### src/rtl/cmem_bus_pkg.sv
// Shared types and constants for the cmem downstream bus controller.
package cmem_bus_pkg;

    typedef enum logic [1:0] {
        S_IDLE,
        S_WRITE,
        S_READ,
        S_RESP
    } state_t;

    localparam logic [7:0] BE_BYTE  = 8'h01;
    localparam logic [7:0] BE_HALF  = 8'h03;
    localparam logic [7:0] BE_WORD  = 8'h0F;
    localparam logic [7:0] BE_DWORD = 8'hFF;

    localparam int LINE_W_DEF = 512;
    localparam int LINE_BEATS = LINE_W_DEF / 64;

    typedef struct packed {
        logic [63:0] addr;
        logic [7:0]  be;
        logic [63:0] data;
    } wb_ent_t;

    localparam int ENT_W = $bits(wb_ent_t);

    function automatic logic [7:0] size_mask(input logic [2:0] len);
        logic [7:0] m;
        unique case (len)
            3'd0:    m = BE_BYTE;
            3'd1:    m = BE_HALF;
            3'd2:    m = BE_WORD;
            default: m = BE_DWORD;
        endcase
        return m;
    endfunction

    function automatic int beats_of(input int line_w);
        return line_w / 64;
    endfunction

endpackage

### src/rtl/cmem_wbuf.sv
// Write buffer: synchronous FIFO of lane-aligned store beats.
module cmem_wbuf
    import cmem_bus_pkg::*;
#(
    parameter int DEPTH = 4
) (
    input  logic                         clk,
    input  logic                         rst,
    input  logic                         push_i,
    input  logic [ENT_W-1:0]             push_data_i,
    input  logic                         pop_i,
    output logic [ENT_W-1:0]             head_o,
    output logic                         full_o,
    output logic                         empty_o,
    output logic [$clog2(DEPTH):0]       count_o
);

    localparam int AW = $clog2(DEPTH);
    localparam int CW = AW + 1;

    logic [ENT_W-1:0] mem_q [DEPTH];
    logic [AW-1:0]    wp_q;
    logic [AW-1:0]    rp_q;
    logic [CW-1:0]    cnt_q;
    logic             do_push;
    logic             do_pop;

    assign full_o  = (cnt_q == CW'(DEPTH));
    assign empty_o = (cnt_q == '0);
    assign count_o = cnt_q;
    assign head_o  = mem_q[rp_q];
    assign do_push = push_i && !full_o;
    assign do_pop  = pop_i && !empty_o;

    // Pointers wrap naturally since DEPTH is a power of two.
    always_ff @(posedge clk or posedge rst) begin
        if (rst) begin
            wp_q  <= '0;
            rp_q  <= '0;
            cnt_q <= '0;
        end else begin
            if (do_push) wp_q <= wp_q + AW'(1);
            if (do_pop)  rp_q <= rp_q + AW'(1);
            unique case ({do_push, do_pop})
                2'b10:   cnt_q <= cnt_q + CW'(1);
                2'b01:   cnt_q <= cnt_q - CW'(1);
                default: cnt_q <= cnt_q;
            endcase
        end
    end

    always_ff @(posedge clk) begin
        if (do_push) mem_q[wp_q] <= push_data_i;
    end

endmodule

### src/rtl/cmem_bus_ctrl.sv
// cmem bus controller: line refills plus a drained write-through buffer,
// with line invalidation for accepted stores and for stale refills.
module cmem_bus_ctrl
    import cmem_bus_pkg::*;
#(
    parameter int LINE_W   = 512,
    parameter int BLK_W    = 58,
    parameter int WB_DEPTH = 4
) (
    input  logic              clk,
    input  logic              rst,
    input  logic [BLK_W-1:0]  b_addr_c,
    input  logic              b_rd_c,
    output logic [LINE_W-1:0] b_rdata_c,
    output logic              b_dv_c,
    input  logic [63:0]       b_addr_w,
    input  logic [2:0]        b_len_w,
    input  logic [63:0]       b_wdata_w,
    input  logic              b_wr_w,
    output logic              stall_w,
    output logic              inv,
    output logic [BLK_W-1:0]  inv_addr,
    output logic [63:0]       m_addr,
    output logic [63:0]       m_wdata,
    output logic [7:0]        m_be,
    output logic              m_we,
    output logic              m_req,
    input  logic              m_ack,
    input  logic [63:0]       m_rdata
);

    localparam int BEATS = LINE_W / 64;
    localparam int BW    = $clog2(BEATS);
    localparam int CW    = $clog2(WB_DEPTH) + 1;

    state_t            state_q, state_d;
    logic [BLK_W-1:0]  blk_q, blk_d;
    logic [BW-1:0]     beat_q, beat_d;
    logic [LINE_W-1:0] line_q;
    wb_ent_t           wr_q;
    wb_ent_t           ent;
    logic [ENT_W-1:0]  head;
    logic              stale_q, stale_d;
    logic              pend_q, pend_d;
    logic [BLK_W-1:0]  pend_addr_q, pend_addr_d;
    logic              inv_q, inv_d;
    logic [BLK_W-1:0]  inv_addr_q, inv_addr_d;
    logic [BLK_W-1:0]  acc_line;
    logic [CW-1:0]     wb_count;
    logic              wb_full;
    logic              wb_empty;
    logic              pop;
    logic              accept;

    assign accept    = b_wr_w && !wb_full;
    assign stall_w   = (wb_count == CW'(WB_DEPTH));
    assign acc_line  = b_addr_w[63:64-BLK_W];
    assign b_rdata_c = line_q;
    assign inv       = inv_q;
    assign inv_addr  = inv_addr_q;

    always_comb begin
        ent.addr = {b_addr_w[63:3], 3'b000};
        ent.be   = size_mask(b_len_w) << b_addr_w[2:0];
        ent.data = b_wdata_w << {b_addr_w[2:0], 3'b000};
    end

    cmem_wbuf #(
        .DEPTH (WB_DEPTH)
    ) u_wbuf (
        .clk         (clk),
        .rst         (rst),
        .push_i      (accept),
        .push_data_i (ent),
        .pop_i       (pop),
        .head_o      (head),
        .full_o      (wb_full),
        .empty_o     (wb_empty),
        .count_o     (wb_count)
    );

    always_comb begin
        state_d = state_q;
        blk_d   = blk_q;
        beat_d  = beat_q;
        pop     = 1'b0;
        m_req   = 1'b0;
        m_we    = 1'b0;
        m_addr  = '0;
        m_be    = '0;
        m_wdata = '0;
        b_dv_c  = 1'b0;
        unique case (state_q)
            // Buffered stores drain first so a refill sees them.
            S_IDLE: begin
                if (!wb_empty) begin
                    pop     = 1'b1;
                    state_d = S_WRITE;
                end else if (b_rd_c) begin
                    blk_d   = b_addr_c;
                    beat_d  = '0;
                    state_d = S_READ;
                end
            end
            S_WRITE: begin
                m_req   = 1'b1;
                m_we    = 1'b1;
                m_addr  = wr_q.addr;
                m_be    = wr_q.be;
                m_wdata = wr_q.data;
                if (m_ack) state_d = S_IDLE;
            end
            S_READ: begin
                m_req  = 1'b1;
                m_be   = 8'hFF;
                m_addr = {blk_q, beat_q, 3'b000};
                if (m_ack) begin
                    if (beat_q == BW'(BEATS - 1)) state_d = S_RESP;
                    else                           beat_d = beat_q + BW'(1);
                end
            end
            S_RESP: begin
                b_dv_c  = 1'b1;
                state_d = S_IDLE;
            end
            default: state_d = S_IDLE;
        endcase
    end

    // Stale refill inv wins the slot; a colliding store inv waits one cycle.
    always_comb begin
        stale_d     = stale_q;
        pend_d      = pend_q;
        pend_addr_d = pend_addr_q;
        inv_d       = 1'b0;
        inv_addr_d  = inv_addr_q;
        if (accept && state_q == S_READ && acc_line == blk_q) stale_d = 1'b1;
        if (state_q == S_RESP && stale_q) begin
            stale_d    = 1'b0;
            inv_d      = 1'b1;
            inv_addr_d = blk_q;
            if (accept) begin
                pend_d      = 1'b1;
                pend_addr_d = acc_line;
            end
        end else if (pend_q) begin
            inv_d      = 1'b1;
            inv_addr_d = pend_addr_q;
            pend_d     = accept;
            if (accept) pend_addr_d = acc_line;
        end else if (accept) begin
            inv_d      = 1'b1;
            inv_addr_d = acc_line;
        end
    end

    always_ff @(posedge clk or posedge rst) begin
        if (rst) begin
            state_q     <= S_IDLE;
            blk_q       <= '0;
            beat_q      <= '0;
            line_q      <= '0;
            wr_q        <= '0;
            stale_q     <= 1'b0;
            pend_q      <= 1'b0;
            pend_addr_q <= '0;
            inv_q       <= 1'b0;
            inv_addr_q  <= '0;
        end else begin
            state_q     <= state_d;
            blk_q       <= blk_d;
            beat_q      <= beat_d;
            stale_q     <= stale_d;
            pend_q      <= pend_d;
            pend_addr_q <= pend_addr_d;
            inv_q       <= inv_d;
            inv_addr_q  <= inv_addr_d;
            if (pop) wr_q <= head;
            if (state_q == S_READ && m_ack)
                line_q[64*beat_q +: 64] <= m_rdata;
        end
    end

endmodule

### config.mk
export PLATFORM = sky130hd
export DESIGN_NAME = cmem_bus_ctrl
export DESIGN_NICKNAME = d
export VERILOG_FILES = /design/src/rtl/cmem_bus_pkg.sv /design/src/rtl/cmem_wbuf.sv /design/src/rtl/cmem_bus_ctrl.sv
export SDC_FILE = /design/constraint.sdc
export NUM_CORES = 2
export LEC_CHECK = 0
export ABC_AREA = 1
export ABC_CLOCK_PERIOD_IN_PS = 67100
export CAP_MARGIN = 30
export CORE_AREA = 5 5 378 380
export CTS_CLUSTER_DIAMETER = 40
export DETAILED_ROUTE_END_ITERATION = 10
export DIE_AREA = 0 0 383 385
export GPL_TIMING_DRIVEN = 0
export SLEW_MARGIN = 20
export SYNTH_ARGS = -nofsm -noshare
export SYNTH_HDL_FRONTEND = slang
export SYNTH_SLANG_ARGS = --single-unit
### constraint.sdc
create_clock -name clk -period 67.1 [get_ports clk]
set_input_delay 10.065 -clock clk [delete_from_list [all_inputs] [get_ports clk]]
set_output_delay 10.065 -clock clk [all_outputs]
set_load 0.02 [all_outputs]
Word-level counts from Yosys, hierarchy flattened
Memories as Yosys holds them, arrays and structs flattened. A register that Yosys moved wholly into a read port is not among the register bits.
Index checks and enable logic that the tools add are counted.
- bits in registers: 765
- bits in latches: 0
- memory bits (writable): 532
- bits in read-only memories: 0
- output and inout bits: 711
- logic and storage cells: 101
- memories: 1
- memories (memory ; depth ; width ; rd ports ; clocked after memory_dff ; wr ports ; RTL line ; text):
    u_wbuf.mem_q ; 4 ; 133 ; 1 ; 1 ; 1 ; cmem_wbuf.sv:21 ; logic [ENT_W-1:0] mem_q [DEPTH];
- $add $sub $neg: 6
- multiply operators: 0
- divide/modulo/power cells: 0
- magnitude comparators: 0
- equal/unequal tests: 18
- shift-type cells: 4
- multiplexer cells: 38
- bitwise gates (word level): 0
- reduce and logical (&&, ||, !) cells: 21
- operators with widths (kind ; count):
    bitwise mux 512 bit ; 1
    variable shift 64 x 34 -> 512 bit, first input constant ; 1
    variable part select 64 x 34 -> 512 bit ; 1
    two-way mux 58 bit ; 6
    case mux 64 bit (2 select lines) ; 1
    two-way mux 64 bit ; 1
    << shifter 64 x 6 -> 64 bit ; 1
    equality test 58 bit ; 1
    negation 9 -> 34 bit ; 1
    case mux 8 bit (3 select lines) ; 1
    case mux 8 bit (2 select lines) ; 1
    two-way mux 1 bit ; 15
    two-way mux 3 bit ; 4
    != test 2 bit, second input constant ; 6
    case mux 3 bit (2 select lines) ; 2
    two-way mux 2 bit ; 5
    case mux 2 bit (4 select lines) ; 1
    nonzero test 2 bit ; 4
    << shifter 8 x 3 -> 8 bit ; 1
    logical AND 1 bit ; 7
    adder 3 x 1 -> 3 bit, second input constant ; 2
    equality test 2 bit, second input constant ; 3
    equality test 3 bit, second input constant ; 2
    zero test 3 bit ; 2
    14 further kinds ; 17

Depth between registers and ports, before layout
- depth after elaboration: 7
- mapped depth: 16
- gate-level depth less buffers: 12

Modules after synthesis
From an unflattened synthesis, not the netlist that was laid out.
- cells, all modules: 6248
- area total of the unflattened synthesis: 59803.6 µm²
- modules (own cells, without submodules) (module ; instances ; cells each ; area each (µm²) ; seq. area each (µm²)):
    cmem_bus_ctrl ; 1 ; 4599 ; 37965.2 ; 20769.9
    cmem_wbuf ; 1 ; 1649 ; 21838.4 ; 16510.8

Least setup slack after synthesis
OpenSTA, ideal clock, no wires.
- path kind: in2reg
- from: in b_wr_w
- to: mem u_wbuf.mem_q[0][0] (netlist bit) (enable)
- data arrival time: 15.809 ns
- setup slack: 50.663 ns
- cell stages on the path: 2
- path buffers: 0
- cell sequence: nand2_1 -> nor2_1
- word-level cells in the longest chain between the ends: 4
- ends and longest elaborated chain (element ; RTL line ; text):
    from (decl) ; cmem_bus_ctrl.sv:19 ; input logic b_wr_w,
    logical AND 1 bit ; cmem_bus_ctrl.sv:55 ; assign accept = b_wr_w && !wb_full;
    logical AND 1 bit ; cmem_wbuf.sv:32 ; assign do_push = push_i && !full_o;
    two-way mux 1 bit ; cmem_wbuf.sv:53 ; if (do_push) mem_q[wp_q] <= push_data_i;
    two-way mux 1 bit (not written as such) ; cmem_wbuf.sv:53 ;
    to (decl) ; cmem_wbuf.sv:21 ;
No other way between the ends.

Worst setup path after layout
- from: reg state_q[0]
- to: out m_addr[9]
- word-level cells in the longest chain between the ends: 2
- elaborated cells on any way between the ends: 3
- classes of those cells: eq/ne: 2; mux: 1
- ends and longest elaborated chain (element ; RTL line ; text):
    from (decl) ; cmem_bus_ctrl.sv:36 ; state_t state_q, state_d;
    from (signal assigned) ; cmem_bus_ctrl.sv:170 ; state_q <= state_d;
    equality test 2 bit / equality test 2 x 1 -> 1 bit (equally long branches) ; cmem_bus_ctrl.sv:93 ; unique case (state_q)
    case mux 64 bit (2 select lines) * ; cmem_bus_ctrl.sv:93 ;
    to (decl) ; cmem_bus_ctrl.sv:23 ; output logic [63:0] m_addr,
Mark *: on every way between the ends. The rest lies on a longest branch, timed or not.

==> impl_results.md <==
* Routed via count at 48900
* Largest fanout on the critical path at 10
* Drt wl/cell at approximately 28 um
* Max-capacitance violation count at 0
* Core Box Area at 139000 sq um
* Slew at the pin with the worst max-slew slack at between 1 and 1.5 ns
* Status: finished, final reports clean
* GRT overflow at 0
* Met1 wire length at 92500 um
* Final #Nets at about 7200
* Top cell type's share of synthesized area at about 37%
* Port bufs at 963
* Routability cong. at 0.968
* Final Max Tran Viols at 0
* Worst-path clk slew at 0.05 ns
* Number of remaining DRC errors at 0
* Share of flip-flops with an asynchronous set or reset at 61.1%
* Leading area contributor after synthesis: dfrtp_1
* Area delta synth->final at 35.2%
* WL met3 at ~20000 um
* Resize count post-CTS at 0
* Die footprint at between 100000 and 150000 sq um
* Share of cells above drive strength 1 at 7.13%
* TritonCTS clock tree: yes
* Distinct cell type count after synthesis at 40
* Yosys reg bits at 1366
* Detailed placement HPWL at 192000 um
* Worst hold path type: register to register
* # IOs at 969
* Internal power at about 2200 uW
* Post-route ant nets at 0
* Reg2Reg Depth at 11
* R2R Setup Slk at between 60 and 70 ns
* Final WS setup at 52.67 ns
* Setup TNS at 0 ns
* R2R Path Start: beat_q[0]$_DFFE_PP0P_
* Mean post-synth cell area at about 10 sq um
* Number of global-route vias before repair at 47400
* Seq pwr share at 32.8%
* Worst hold stages at 2
* CP Data Arrival Time at 4.36 ns
* Std cell rows at 137
* FMAX at approximately 70 MHz
* H-tree depth at 4
* DRT iter0 DRCs at 4620
* Post-Syn Instances at 5769
* Cell area after synthesis at around 56000 sq um
* Fillers at 12500
* CP endpoint: m_addr[9]
* Post-CTS Repair Setup Buffers at 0
* CP startpoint: state_q[0]$_DFFE_PP0P_
* WP data required at 57.03 ns
* CP Class: register to output pin
* Die Y at 385 um
* Pin count of the biggest net entering global routing at 104
* Initial Utilization at approximately two fifths
* Post-synth EDFFs at between 500 and 600
* Total GRT Usage at 32.6%
* Root Driver: clkbuf_16
* Top Metal Used: met5
* Minimum clock period at 14.43 ns
* Comb pwr share at 38.0%
* Worst setup SP type: register
* PwrDens at around 48 nW/um^2
* Max IR drop VDD at 0.0285 mV
* RSZ-0062 raised after global routing: false
* Design Power at 3690 uW
* Rel. slew slack at 28.7%
* Main area contributors after synthesis: dfrtp_1, edfxtp_1, nand2_1, nor2_1, o21ai_0
* Yosys warns at 0
* Leak at 0.0316 uW
* WL met2 at 120000 um
* Clock share of power at between 20% and 30%
* Global-route wire length before repair at 346000 um
* # hold bufs at CTS at 0
* Psw at 1460 uW
* Count leader, synth: nand2_1
* Place WS at 53.63 ns
* Top FF cell, synth: dfrtp_1
* CTS sink count at 1366
* Critical Path Sink Type: output pin
* Clock skew at 0.0293 ns
* Sequential share of the synthesized area at 65.3%
* Vias/cell at 5.47
* DR pass1 iterations at 6
* Most frequent cells after synthesis: nand2_1, nor2_1, dfrtp_1
* Initial antenna violation count at 18
* Die span in x at 383 um
* Drt total wl at 248000 um
* Hold Vio Cnt, Final at 0
* Clock latency on the worst-skew pair at about 0.80 ns
* Max clock buf depth at 3
* R2r endpoint: b_rdata_c[323]$_DFFE_PP0P_
* Switching share of total power at around two fifths
* Final worst path period share at 21.5%
* CTS Buf Count at 192
* Final setup viols at 0
==> final cells by class <==
cell class                      count  area [sq um]  share of cell area, %
Inverter                          349          1320                   1.73
Timing Repair Buffer             1005         10600                   13.9
Antenna cell                        8          20.0                 0.0263
Clock inverter                    121          1590                   2.09
Tap cell                         1807          2260                   2.97
Clock buffer                      238          5290                   6.95
Sequential cell                  1366         36800                   48.3
Buffer                            380          1600                   2.10
Multi-Input combinational cell   3676         16700                   21.9
==> flip-flops by register name, summed over array words and instances, names as in the netlist, 3 cells and up <==
signal and flops:
beat_q 3, wr_q 133, b_rdata_c 512, u_wbuf.mem_q 532, pend_addr_q 58, u_wbuf.count_o 3, blk_q 58, inv_addr 58
==> kinds of logic after synthesis <==
kind of cell               share of synthesized area [%]
adders and majority gates                          0.324
muxes                                              0.468
AOI/OAI and AO/OA                                   13.2
other                                            0.00665
xor gates and xnor gates                          0.0777
buffers and inverters                               5.17
DFF                                                 65.3
and+or+nand+nor                                     15.5
==> power groups by stage <==
stage	logic, uW	registers (uW)	clock network [uW]
6_report	1400	1210	1080
5_1_grt	1490	1230	1120
4_1_cts	1400	1210	1090
3_5_place_dp	1400	1220	0
3_3_place_gp	1350	1250	0
2_1_floorplan	613	1300	0
==> cell usage in the layout (no fill, tap or decap), drive strengths merged, types with 3 or more instances in the layout <==
cell | Yosys | routed
nand2 | 1125 | 1125
nor2 | 1061 | 1061
clkdlybuf4s50 | 0 | 963
dfrtp | 834 | 834
o21ai | 654 | 654
edfxtp | 532 | 532
clkbuf | 266 | 504
a21oi | 383 | 383
inv | 345 | 369
buf | 114 | 156
a31oi | 114 | 114
o31ai | 104 | 104
nand3 | 76 | 76
o211ai | 61 | 61
clkinv | 4 | 47
o22ai | 29 | 29
bufinv | 0 | 29
clkinvlp | 0 | 25
mux2i | 23 | 23
ha | 13 | 13
o41ai | 9 | 9
nor3 | 9 | 9
diode | 0 | 8
mux2 | 3 | 3
xor2 | 3 | 3
conb | 1 | 3
==> routing by layer <==
layer	vias to the layer above	track usage (%)
li1	21700	-
met4	10	16.6
met2	2449	55.0
met3	535	7.03
met5	-	0
met1	24200	39.5
==> metrics by stage <==
step / area (sq um) / cells / hold slack, ns / utilization [%]
final: 76200 / 8950 / 0.481 / 54.9
after global routing: 76200 / 8949 / 0.499 / 54.9
after CTS: 76200 / 8942 / 0.481 / 54.9
after detailed placement: 69300 / 8583 / 0.468 / 49.9
after global placement: 68300 / 8541 / 0.459 / 49.2
after floorplan: 56400 / 5771 / 0.449 / -
==> critical path, stage by stage, from the launching register on <==
cell	delay (ns)
dfrtp_1	0.40
inv_1	0.12
ha_1	0.16
buf_2	0.19
clkbuf_1	0.69
clkbuf_1	0.84
nand2_1	0.12
a21oi_1	0.37
clkdlybuf4s50_1	0.69
==> how the worst min path moves through the flow <==
stage	start	to
floorplan	wr_q[106]$_DFFE_PP0P_	wr_q[106]$_DFFE_PP0P_
global placement	b_rdata_c[313]$_DFFE_PP0P_	b_rdata_c[313]$_DFFE_PP0P_
CTS	b_rdata_c[339]$_DFFE_PP0P_	b_rdata_c[339]$_DFFE_PP0P_
finish	wr_q[122]$_DFFE_PP0P_	wr_q[122]$_DFFE_PP0P_
global route	b_rdata_c[230]$_DFFE_PP0P_	b_rdata_c[230]$_DFFE_PP0P_
detailed placement	b_rdata_c[313]$_DFFE_PP0P_	b_rdata_c[313]$_DFFE_PP0P_
No activity file was read; power rests on OpenSTA's default activity.
